### config.mk
export PLATFORM = sky130hd
export DESIGN_NAME = uart_tx_fifo
export DESIGN_NICKNAME = d
export VERILOG_FILES = /design/src/rtl/uart_tx_fifo.sv
export SDC_FILE = /design/constraint.sdc
export NUM_CORES = 1
export LEC_CHECK = 0
export CORE_AREA = 2 2 57 113
export DETAILED_ROUTE_END_ITERATION = 10
export DIE_AREA = 0 0 59 115
export GPL_ROUTABILITY_DRIVEN = 0
export PLACE_DENSITY_LB_ADDON = 0.25
export REMOVE_ABC_BUFFERS = 1
export SLEW_MARGIN = 40
export SYNTH_ARGS = -nofsm -noshare
export SYNTH_HDL_FRONTEND = slang
export SYNTH_SLANG_ARGS = --single-unit
### constraint.sdc
create_clock -name clk -period 6.5 [get_ports clk]
set_input_delay 0.65 -clock clk [delete_from_list [all_inputs] [get_ports clk]]
set_output_delay 0.65 -clock clk [all_outputs]
set_load 0.02 [all_outputs]
### src/rtl/uart_tx_fifo.sv
// uart_tx_fifo: UART transmitter with a small TX FIFO in front of it.
//   The host queues bytes with send; each byte is sent as one frame made of
//   a start bit, the data bits LSB first, an optional parity bit and one or
//   two stop bits. Bit timing comes from the shared baud tick.
// Ports:
//   clk        system clock; all logic runs on posedge
//   rst        synchronous reset, active high
//   tick       one-clock pulse per bit period
//   data_in    byte to enqueue
//   send       enqueue strobe; data_in is taken when send && !full
//   full       FIFO holds FIFO_DEPTH entries
//   overflow   one-clock pulse when send arrives while full (byte dropped)
//   fifo_count entries waiting in the FIFO (not counting the frame in flight)
//   busy       transmitter is not idle
//   tx         serial line, registered, idles high
module uart_tx_fifo #(
    parameter int DATA_BITS  = 8,
    parameter int PARITY     = 0,
    parameter int STOP_BITS  = 1,
    parameter int FIFO_DEPTH = 4
) (
    input  logic                          clk,
    input  logic                          rst,
    input  logic                          tick,
    input  logic [DATA_BITS-1:0]          data_in,
    input  logic                          send,
    output logic                          full,
    output logic                          overflow,
    output logic [$clog2(FIFO_DEPTH):0]   fifo_count,
    output logic                          busy,
    output logic                          tx
);

    localparam int PW = $clog2(FIFO_DEPTH);
    localparam int CW = PW + 1;
    localparam int BW = $clog2(DATA_BITS);
    localparam logic [CW-1:0] DEPTH_C  = CW'(FIFO_DEPTH);
    localparam logic [BW-1:0] LAST_BIT = BW'(DATA_BITS - 1);
    localparam logic          LAST_STOP = 1'(STOP_BITS - 1);

    typedef enum logic [2:0] {
        S_IDLE   = 3'd0,
        S_START  = 3'd1,
        S_DATA   = 3'd2,
        S_PARITY = 3'd3,
        S_STOP   = 3'd4
    } state_t;

    // Parity bit for a frame: odd parity inverts the XOR reduction.
    function automatic logic parity_of(input logic [DATA_BITS-1:0] d);
        if (PARITY == 1) begin
            return ~^d;
        end else begin
            return ^d;
        end
    endfunction

    logic [DATA_BITS-1:0] r_mem [FIFO_DEPTH];
    logic [PW-1:0]        r_wr_ptr;
    logic [PW-1:0]        r_rd_ptr;
    logic [CW-1:0]        r_count;
    logic                 r_full;
    logic                 r_overflow;
    logic                 r_busy;
    state_t               r_state;
    logic [DATA_BITS-1:0] r_shift;
    logic [BW-1:0]        r_bit_idx;
    logic                 r_stop_idx;
    logic                 r_par;
    logic                 r_tx;

    logic                 w_empty;
    logic                 w_push;
    logic                 w_pop;
    logic [CW-1:0]        w_count_nxt;
    logic [DATA_BITS-1:0] w_head;
    state_t               w_state_nxt;
    logic [DATA_BITS-1:0] w_shift_nxt;
    logic [BW-1:0]        w_bit_idx_nxt;
    logic                 w_stop_idx_nxt;
    logic                 w_par_nxt;
    logic                 w_tx_nxt;

    assign w_empty = (r_count == {CW{1'b0}});
    assign w_push  = send && !r_full;
    assign w_head  = r_mem[r_rd_ptr];

    // Next FIFO occupancy; a simultaneous push and pop cancel out.
    always_comb begin
        w_count_nxt = r_count;
        case ({w_push, w_pop})
            2'b10:   w_count_nxt = r_count + CW'(1);
            2'b01:   w_count_nxt = r_count - CW'(1);
            default: w_count_nxt = r_count;
        endcase
    end

    // Frame sequencer: everything advances only on a baud tick.
    always_comb begin
        w_state_nxt    = r_state;
        w_shift_nxt    = r_shift;
        w_bit_idx_nxt  = r_bit_idx;
        w_stop_idx_nxt = r_stop_idx;
        w_par_nxt      = r_par;
        w_tx_nxt       = r_tx;
        w_pop          = 1'b0;
        if (tick) begin
            case (r_state)
                S_IDLE: begin
                    if (!w_empty) begin
                        w_pop       = 1'b1;
                        w_shift_nxt = w_head;
                        w_par_nxt   = parity_of(w_head);
                        w_tx_nxt    = 1'b0;
                        w_state_nxt = S_START;
                    end else begin
                        w_tx_nxt    = 1'b1;
                    end
                end
                S_START: begin
                    w_state_nxt   = S_DATA;
                    w_bit_idx_nxt = {BW{1'b0}};
                    w_tx_nxt      = r_shift[0];
                end
                S_DATA: begin
                    w_shift_nxt = r_shift >> 1;
                    if (r_bit_idx == LAST_BIT) begin
                        w_bit_idx_nxt = {BW{1'b0}};
                        if (PARITY != 0) begin
                            w_state_nxt = S_PARITY;
                            w_tx_nxt    = r_par;
                        end else begin
                            w_state_nxt    = S_STOP;
                            w_stop_idx_nxt = 1'b0;
                            w_tx_nxt       = 1'b1;
                        end
                    end else begin
                        w_bit_idx_nxt = r_bit_idx + BW'(1);
                        // Next bit is the one that becomes shift[0] after this shift.
                        w_tx_nxt      = r_shift[1];
                    end
                end
                S_PARITY: begin
                    w_state_nxt    = S_STOP;
                    w_stop_idx_nxt = 1'b0;
                    w_tx_nxt       = 1'b1;
                end
                S_STOP: begin
                    if (r_stop_idx == LAST_STOP) begin
                        if (!w_empty) begin
                            // Back-to-back: next start bit follows the last stop bit directly.
                            w_pop       = 1'b1;
                            w_shift_nxt = w_head;
                            w_par_nxt   = parity_of(w_head);
                            w_tx_nxt    = 1'b0;
                            w_state_nxt = S_START;
                        end else begin
                            w_tx_nxt    = 1'b1;
                            w_state_nxt = S_IDLE;
                        end
                    end else begin
                        w_stop_idx_nxt = 1'b1;
                    end
                end
                default: begin
                    w_state_nxt = S_IDLE;
                    w_tx_nxt    = 1'b1;
                end
            endcase
        end else begin
            w_pop = 1'b0;
        end
    end

    // FIFO storage; contents need no reset since count gates every read.
    always_ff @(posedge clk) begin
        if (w_push) begin
            r_mem[r_wr_ptr] <= data_in;
        end
    end

    // FIFO pointers, occupancy and the status flags derived from it.
    always_ff @(posedge clk) begin
        if (rst) begin
            r_wr_ptr   <= {PW{1'b0}};
            r_rd_ptr   <= {PW{1'b0}};
            r_count    <= {CW{1'b0}};
            r_full     <= 1'b0;
            r_overflow <= 1'b0;
        end else begin
            if (w_push) begin
                r_wr_ptr <= r_wr_ptr + PW'(1);
            end
            if (w_pop) begin
                r_rd_ptr <= r_rd_ptr + PW'(1);
            end
            r_count    <= w_count_nxt;
            r_full     <= (w_count_nxt == DEPTH_C);
            r_overflow <= send && r_full;
        end
    end

    // Transmitter state and the registered serial line.
    always_ff @(posedge clk) begin
        if (rst) begin
            r_state    <= S_IDLE;
            r_shift    <= {DATA_BITS{1'b0}};
            r_bit_idx  <= {BW{1'b0}};
            r_stop_idx <= 1'b0;
            r_par      <= 1'b0;
            r_tx       <= 1'b1;
            r_busy     <= 1'b0;
        end else begin
            r_state    <= w_state_nxt;
            r_shift    <= w_shift_nxt;
            r_bit_idx  <= w_bit_idx_nxt;
            r_stop_idx <= w_stop_idx_nxt;
            r_par      <= w_par_nxt;
            r_tx       <= w_tx_nxt;
            r_busy     <= (w_state_nxt != S_IDLE);
        end
    end

    assign full       = r_full;
    assign overflow   = r_overflow;
    assign fifo_count = r_count;
    assign busy       = r_busy;
    assign tx         = r_tx;

endmodule

# Word level (Yosys, flattened, before mapping)
# Memory sizes are Yosys's and may differ from the RTL's. A register that Yosys moved wholly into a read port is not among the register bits.
# Cells that the tools add are included.
# totals
ff_bits	26
ram_bits	32
output_inout_bits	7
inputBits	12
memories	1
word_cells	67
# mem_list
name	depth	word_bits	read_ports	rd_ports_with_merged_regs	write_ports	line_no	rtl
r_mem	4	8	1	1	1	58	logic [DATA_BITS-1:0] r_mem [FIFO_DEPTH];
# classes
muxes	27
addsub	5
n_eq_ne	10
n_reduce_logical	13
# op_table
op	count
$pmux W8 S3	1
$mux W8	2
$mux W3	5
$pmux W3 S5	1
$pmux W3 S2	2
$mux W1	11
$eq A3 B3 Y1 const B	3
$reduce_bool A3 Y1	3
$add A3 B1 Y3 const B	2
$eq A3 B2 Y1 const B	2
$logic_not A3 Y1	2
$reduce_and A3 Y1	2
$add A2 B1 Y2 const B	2
$mux W2	2
$ne A2 B2 Y1 const B	2
$pmux W1 S4	1
$reduce_and A2 Y1	2
$eq A3 B1 Y1 const B	1
$pmux W1 S3	1
$sub A3 B1 Y3 const B	1
$eq A2 B1 Y1 const B	1
$eq A2 B2 Y1 const B	1
$logic_and A1 B1 Y1	2
$pmux W1 S2	1
other kinds (2)	2

# Longest topological paths before layout
# Gate-level depths: netlist of run 1.
# logic_depth
ltp_word	8
ltp_mapped	10
ltp_nobuf	9

# Worst setup path before layout of run 1
# OpenSTA, ideal clock, no wires.
# synth_timing
path_kind	input-to-reg
start	input port tick
end	register r_full, in the netlist full
n_path_buf	0
stages	9
path_slack_ps	4223
arrival_ps	2136
required_ps	6359
setup_time_ps	141
cell_sequence	nor3b_2 and2_2 ha_1 inv_1 fa_1 xor2_1 nor2_1 xnor2_1 nor3_1
# synth_via
elab_chain_cells	4
elab_cells_between_ends	5
cone_classes	eq/ne: 3; mux: 2
# synth_lines
element	line_no	rtl
start, declared	24	input logic tick,
$mux W1 *	107	if (tick) begin
via w_pop	74	logic w_pop;
$eq A2 B1 Y1 or $eq A2 B2 Y1 (tied branches)	91	case ({w_push, w_pop})
$pmux W3 S2 *	91	
$eq A3 B3 Y1 *	198	r_full <= (w_count_nxt == DEPTH_C);
end signal, assigned	198	
end, declared	62	logic r_full;
# Mark *: on every way through the listed nets, which the timed path passes. The rest lies on a longest branch.
# A chain may end at the register's enable or synchronous reset.

# Worst setup path in the final report of run 1
# Same ends and word-level chain as after synthesis.

==> impl_metrics.json, run 1 <==
{
  "grt-busiest-layer": "met2",
  "grt_pass1_vias": 1449,
  "syn2layout_area_growth_pct": 18.6,
  "clkLatencyLatePin_ns": 0.32,
  "finalInstanceArea_sq_um": 2970,
  "grt_max_degree": 26,
  "placed_area_sq_um": 2710,
  "drtIter0Drc": 79,
  "synthTopCellsByArea": "edfxtp_1, dfxtp_1, mux4_2",
  "grt_use_met3_pct": 5.40,
  "min_period_ns": 2.78,
  "ant_nets": 0,
  "grt_setup_unrepaired": "false",
  "p_switching_uw": 373,
  "cts_setup_buffers": 0,
  "yosysUniqueCellTypes": 37,
  "grtUsageMet2_pct": 23.0,
  "synth_ff_type": "edfxtp_1",
  "layout-drive-gt1-share_pct": 17.0,
  "power_frac_seq_pct": 41.9,
  "worst-setup-path-type": "in2reg",
  "hold_viol_final": 0,
  "dieArea_sq_um": 6790,
  "cts.sinks": 59,
  "ys_ff_latch": 59,
  "reg2reg_slack_ns": 4.19,
  "ys_async_sr_fraction_pct": 0,
  "n_antenna_cell": 0,
  "ir_worst_vdd_v": 0.000241,
  "core_sq_um": 5910,
  "synth.avg_cell_area_sq_um": 13.8,
  "synthMostInstantiatedCell": "edfxtp_1",
  "cts_buffers": 9,
  "synth_warnings": 0,
  "ys_top_cells_by_count": "edfxtp_1, dfxtp_1, nor2_1",
  "gr-usage-all-layers_pct": 14.6,
  "synth.cell_area_sq_um": 2510,
  "cts_hold_buf": 0,
  "overflow": 0,
  "nNetsFinal": 221,
  "setup_tns_ns": 0,
  "post-route-period-util_pct": 42.7,
  "cts_tree": "yes",
  "worstSetupStartpointType": "input pin",
  "root_buffer": "clkbuf_16",
  "maxSlewHeadroom_pct": 60.7,
  "yosysTopAreaCellShare_pct": 38.3,
  "drcViolationCount": 0,
  "clock_path_buffers": 2,
  "power_density_nw_per_um2": 423,
  "outcome": "finished, final reports clean",
  "clk_pin_slew_ns": 0.05,
  "fmax_mhz": 360,
  "worstPathArrival_ns": 3.01,
  "crit_fanout": 7,
  "crit_path_end_kind": "flip-flop",
  "setup_viol": 0,
  "routed_wl_um": 4310,
  "tightest_slew_ns": 0.590,
  "viasPerCell": 5.38,
  "grt_antenna_before_repair": 0,
  "synth_cells": 182,
  "cts-resized-gates": 0,
  "grt_pass1_wl_um": 7140,
  "hold_path_class": "reg2reg",
  "crit_required_ns": 6.73,
  "clock_skew_ns": 0.00423,
  "die_h_um": 115,
  "gr-usage-met1_pct": 17.7,
  "drv_slew": 0,
  "port_buffers": 18,
  "initial_utilization_pct": 42.4,
  "combPwrFrac_pct": 26.4,
  "switching_share_pct": 29.6,
  "hpwl_um": 2850,
  "ys_seq_area_share_pct": 59.9,
  "vias": 1446,
  "p_int_uw": 885,
  "synth-edff-count": 32,
  "wire_per_inst_um": 16.0,
  "chipWidth_um": 59,
  "firstDrtPassIters": 4,
  "yosysTopAreaCell": "edfxtp_1",
  "rows": 40,
  "htree_levels": 3,
  "clkPwrFrac_pct": 31.8,
  "drv_cap": 0,
  "p_leak_uw": 0.00104,
  "ios": 19
}
[cell families after synthesis]
family | synth area share, %
flops | 59.9
xor+xnor | 2.10
mux | 10.4
simple gates | 10.4
compound gates | 9.24
buf+inv | 3.64
fa+ha+maj | 4.29
[flip-flops by register name (all words and copies together), names as in the netlist, named ones only]
signal,cells
busy,1
fifo_count,3
full,1
overflow,1
r_bit_idx,3
r_mem,32
r_rd_ptr,2
r_shift,8
r_state,3
r_wr_ptr,2
tx,1
[layer usage]
| metal | part of all wire (%) | vias up |
|---|---|---|
| met5 | 0 | - |
| met4 | 1.8 | 0 |
| met3 | 3.4 | 8 |
| met2 | 52 | 21 |
| met1 | 43 | 712 |
| li1 | - | 705 |
[worst paths after layout]
kind	from	to	cells past startpoint
worst max-delay path	tick	full	10
worst max register to register	r_state[0]	full	9
worst min-delay path	full	overflow	2
worst min register to register	full	overflow	2
[layout by cell type, fill, tap and decap left out, types with 2 or more instances in the layout]
cell type        count
clkinv_1             3
nor2b_1              5
clkinv_2             2
a22oi_1              5
clkbuf_16            9
inv_1                8
dfxtp_1             27
xnor2_1              3
mux4_2               8
and2_1               4
edfxtp_1            32
clkdlybuf4s50_1     18
mux2i_1              8
clkbuf_1             2
a21oi_1              4
o31ai_1              2
ha_1                 7
xor2_1               3
nor2_1              25
a211oi_2             7
nand2_1              3
a22o_1               2
[power groups by stage]
stage          Clock [uW]  Sequential (uW)  Combinational [uW]
2_1_floorplan           0              534                 237
3_3_place_gp            0              533                 326
5_1_grt               425              538                 372
6_report              400              526                 332
3_5_place_dp            0              535                 334
4_1_cts               411              528                 336
[worst max-delay path: stages]
cell and delay, ns:
clkdlybuf4s50_1 0.60, nor3b_2 0.33, and2_2 0.24, ha_1 0.19
inv_1 0.06, fa_1 0.37, xor2_1 0.15, nor2_1 0.14
xnor2_1 0.09, nor3_1 0.18
[final cells by class]
cell class,instances,area (sq um)
fill,539,2930
sequential,59,1500
multi-input combinational,104,920
inverter,8,30.0
clock inverter,5,21.3
timing repair buffer,19,188
tap,63,78.8
clock buffer,11,233
[metrics by stage]
| step | util, % | hold WS [ns] | total power (uW) | std cells | setup WS, ns |
|---|---|---|---|---|---|
| 3_3_place_gp | 45.9 | 0.453 | 858 | 253 | 3.50 |
| 3_5_place_dp | 45.9 | 0.465 | 868 | 253 | 3.44 |
| 4_1_cts | 50.2 | 0.480 | 1280 | 269 | 3.72 |
| 2_1_floorplan | - | 0.485 | 770 | 171 | 4.24 |
| 6_report | 50.3 | 0.478 | 1260 | 269 | 3.72 |
| 5_1_grt | 50.3 | 0.499 | 1330 | 269 | 3.57 |
Power figures use the tool's default switching activity.
==> run 2: changes to the inputs <==
clock period = 2.89 ns   (was 6.5 ns; I/O delays follow)
==> impl_metrics.json, run 2 (same netlist as run 1, synthesis figures left out) <==
{
  "viasPerCell": 5.29,
  "hold_path_end": "overflow",
  "clk_pin_slew_ns": 0.05,
  "clock_path_buffers": 2,
  "reg2reg_depth": 9,
  "clkLatencyLatePin_ns": 0.32,
  "cts-resized-gates": 0,
  "syn2layout_area_growth_pct": 21.5,
  "hpwl_um": 2820,
  "fmax_mhz": 431,
  "p_leak_uw": 0.00108,
  "clock_skew_ns": 0.00736,
  "crit_path_end_kind": "flip-flop",
  "worst-setup-path-type": "reg2reg",
  "ios": 19,
  "n_antenna_cell": 0,
  "firstDrtPassIters": 6,
  "vias": 1440,
  "overflow": 0,
  "rows": 40,
  "r2r-start": "r_state[0]",
  "whs_path_depth": 2,
  "cts_tree": "yes",
  "grt_antenna_before_repair": 0,
  "cts_buffers": 9,
  "gr-usage-all-layers_pct": 14.1,
  "root_buffer": "clkbuf_16",
  "grt_pass1_wl_um": 6930,
  "layout.cells.most_common": "edfxtp_1",
  "grt_setup_unrepaired": "false",
  "routed_wl_um": 4270,
  "hold_viol_final": 0,
  "cts_setup_buffers": 0,
  "layout_common_cells": "edfxtp_1, dfxtp_1, nor2_1",
  "crit_fanout": 13,
  "drv_slew": 0,
  "port_buffers": 18,
  "hold_path_class": "reg2reg",
  "reg2reg_to": "full",
  "initial_utilization_pct": 42.4,
  "reg2reg_slack_ns": 0.57,
  "core_sq_um": 5910,
  "hp-start": "full",
  "dieArea_sq_um": 6790,
  "largest_reg_flops": 32,
  "finalPower_uw": 3040,
  "setup_viol": 0,
  "layout-drive-gt1-share_pct": 19.1,
  "maxSlewHeadroom_pct": 63.6,
  "fin_util_pct": 51.5,
  "outcome": "finished, final reports clean",
  "grt_max_degree": 23,
  "nNetsFinal": 224,
  "min_period_ns": 2.32,
  "die_h_um": 115,
  "setup_tns_ns": 0,
  "crit_required_ns": 3.12,
  "power_density_nw_per_um2": 997,
  "ant_nets": 0,
  "cts.sinks": 59,
  "grt_pass1_vias": 1441,
  "ir_worst_vdd_v": 0.000515,
  "worstSetupStartpointType": "flip-flop",
  "worstPathArrival_ns": 2.55,
  "post-route-period-util_pct": 80.3,
  "chipWidth_um": 59,
  "drtIter0Drc": 109,
  "htree_levels": 3,
  "regMostFlops": "r_mem",
  "tightest_slew_ns": 0.545,
  "cts_hold_buf": 0,
  "wire_per_inst_um": 15.7,
  "largest_registers": "r_mem (32), r_shift (8)",
  "drcViolationCount": 0,
  "drv_cap": 0
}
==> run 2: power by group <==
| part | internal (uW) | switching, uW | total, uW |
|---|---|---|---|
| clock | 751 | 347 | 1100 |
| combinational | 387 | 367 | 754 |
| sequential | 1040 | 140 | 1180 |
==> run 2: critical path, cell delays in order, from the launching register on <==
cell and delay, ns:
dfxtp_1 0.46, nor3b_2 0.36, and2_2 0.24, ha_1 0.19, inv_1 0.06, fa_1 0.39
xor2_1 0.15, nor2_1 0.11, xnor2_1 0.09, nor3_1 0.19
==> run 2: layer usage <==
metal | track usage, % | share of wire [%]
met5 | 0 | 0
met4 | 7.12 | 1.8
met3 | 3.37 | 2.0
met2 | 23.0 | 54
met1 | 16.9 | 43
==> run 2: area by class of cell <==
type	count	area, sq um
multi-input cells	104	913
fillers	507	2860
inverters	8	30.0
repair buffers	22	210
well taps	63	78.8
clock inverters	5	77.6
flip-flops and latches	59	1500
clock buffers	11	233
==> run 2: how the worst max path moves through the flow <==
stage,startpoint,end,slack [ns],depth (start not counted)
after floorplan,fifo_count[0],full,0.78,8
after global placement,tick,full,0.38,10
after detailed placement,tick,full,0.36,10
after CTS,r_state[0],full,0.57,9
after global routing,r_state[0],full,0.38,8
final,r_state[0],full,0.57,9
==> run 2: through the flow <==
| step | hold slack [ns] | worst slack (ns) | instance area, sq um | instances |
|---|---|---|---|---|
| 6_report | 0.469 | 0.568 | 3040 | 272 |
| 5_1_grt | 0.506 | 0.384 | 3040 | 272 |
| 4_1_cts | 0.469 | 0.572 | 3040 | 272 |
| 3_5_place_dp | 0.450 | 0.361 | 2730 | 256 |
| 3_3_place_gp | 0.456 | 0.382 | 2730 | 256 |
| 2_1_floorplan | 0.354 | 0.782 | 2440 | 171 |
==> run 3: changes to the inputs <==
clock period = 2.2 ns   (was 2.89 ns; I/O delays follow)
==> impl_metrics.json, run 3 (same netlist as run 1, synthesis figures left out) <==
{
  "crit_path_end_kind": "flip-flop",
  "routed_wl_um": 4260,
  "cts_buffers": 9,
  "drv_slew": 0,
  "syn2layout_area_growth_pct": 22.3,
  "worst-setup-path-type": "reg2reg",
  "power_density_nw_per_um2": 1250,
  "crit_required_ns": 2.40,
  "maxSlewHeadroom_pct": 71.3,
  "worstPathArrival_ns": 2.25,
  "slowest_stage": "fa_1",
  "drtIter0Drc": 107,
  "hpwl_um": 2930,
  "cp_cell_sequence": "or3_4 -> and2_2 -> ha_1 -> inv_1 -> fa_1 -> nor2b_1 -> a22oi_1 -> nor3_1",
  "overflow": 0,
  "grt_max_degree": 16,
  "ios": 19,
  "rows": 40,
  "port_buffers": 18,
  "chipWidth_um": 59,
  "wire_per_inst_um": 15.2,
  "clk_pin_slew_ns": 0.05,
  "worst-path-buf-inv": 1,
  "worstSetupStartpointType": "flip-flop",
  "root_buffer": "clkbuf_16",
  "fin_util_pct": 51.9,
  "regMostFlops": "r_mem",
  "grt_setup_unrepaired": "false",
  "timing.hold.ws_ns": 0.465,
  "ant_nets": 0,
  "finalPower_uw": 3830,
  "tightest_slew_ns": 0.431,
  "setup_viol": 0,
  "die_h_um": 115,
  "dieArea_sq_um": 6790,
  "initial_utilization_pct": 42.4,
  "cts.sinks": 59,
  "layout_common_cells": "edfxtp_1, dfxtp_1, nor2_1",
  "gr-usage-all-layers_pct": 14.4,
  "clock_skew_ns": 0.00588,
  "largest_registers": "r_mem (32), r_shift (8)",
  "layout-drive-gt1-share_pct": 22.9,
  "n_antenna_cell": 0,
  "hold_path_class": "reg2reg",
  "min_period_ns": 2.05,
  "nNetsFinal": 233,
  "drcViolationCount": 0,
  "fill_cells": 496,
  "viasPerCell": 5.19,
  "cp_slowest_stage_delay_ns": 0.41,
  "multi_input_area_sq_um": 913,
  "clkLatencyLatePin_ns": 0.32,
  "post-route-period-util_pct": 93.0,
  "clock_path_buffers": 2,
  "final_cells": 281,
  "layout.cells.most_common": "edfxtp_1",
  "fmax_mhz": 489,
  "setup_tns_ns": 0,
  "crit_fanout": 4,
  "cts_hold_buf": 0,
  "grt_pass1_wl_um": 7060,
  "cts-resized-gates": 0,
  "grt_antenna_before_repair": 0,
  "firstDrtPassIters": 4,
  "path_delay_family": "simple AND/OR/NAND/NOR gates",
  "seq_area_sq_um": 1500,
  "ir_worst_vdd_v": 0.000606,
  "grt_pass1_vias": 1495,
  "htree_levels": 3,
  "hold_viol_final": 0,
  "core_sq_um": 5910,
  "outcome": "finished, final reports clean",
  "dp_cells": 264,
  "drv_cap": 0,
  "cts_tree": "yes",
  "vias": 1459,
  "p_leak_uw": 0.00110,
  "largest_reg_flops": 32
}
==> run 3: area by class of cell <==
class | count | share of cell area (%)
clock buffer | 11 | 7.59
inverter | 8 | 0.980
sequential | 59 | 49.0
tap | 63 | 2.57
timing repair buffer | 31 | 9.06
clock inverter | 5 | 0.980
multi-input combinational | 104 | 29.8
==> run 3: tightest hold or removal path, delay by kind of cell, from the launching register on <==
| family | cells | cell delay, ns |
|---|---|---|
| AO/OA/AOI/OAI | 2 | 0.11 |
| flip-flops | 1 | 0.32 |
==> run 3: stage by stage <==
stage / cell area (sq um) / worst slack [ns]
floorplan: 2440 / 0.0918
global placement: 2790 / -0.0177
detailed placement: 2790 / -0.0930
CTS: 3060 / 0.0815
global route: 3060 / 0.0222
finish: 3060 / 0.154
==> run 3: power breakdown <==
group,internal (uW),switching (uW),total [uW]
combinational,576,571,1150
clock,754,452,1210
sequential,1370,106,1480
==> run 3: routing by layer <==
| metal | global-route usage, % | wire (um) |
|---|---|---|
| met1 | 16.9 | 1850 |
| met2 | 23.2 | 2190 |
| met3 | 4.39 | 134 |
| met4 | 7.58 | 85 |
| met5 | 0 | 0 |
==> run 3: worst paths after layout <==
kind	startpoint	slack [ns]	endpoint	cells past startpoint
setup / recovery	fifo_count[1]	0.15	full	8
hold / removal	tx	0.47	tx	2
setup reg to reg	fifo_count[1]	0.15	full	8
hold reg to reg	tx	0.47	tx	2
==> run 3: repair_timing <==
item / in CTS / in global routing
setup buffers: 0 / 1
hold endpoints to repair: 0 / 0
endpoints found under the setup margin: 0 / 1
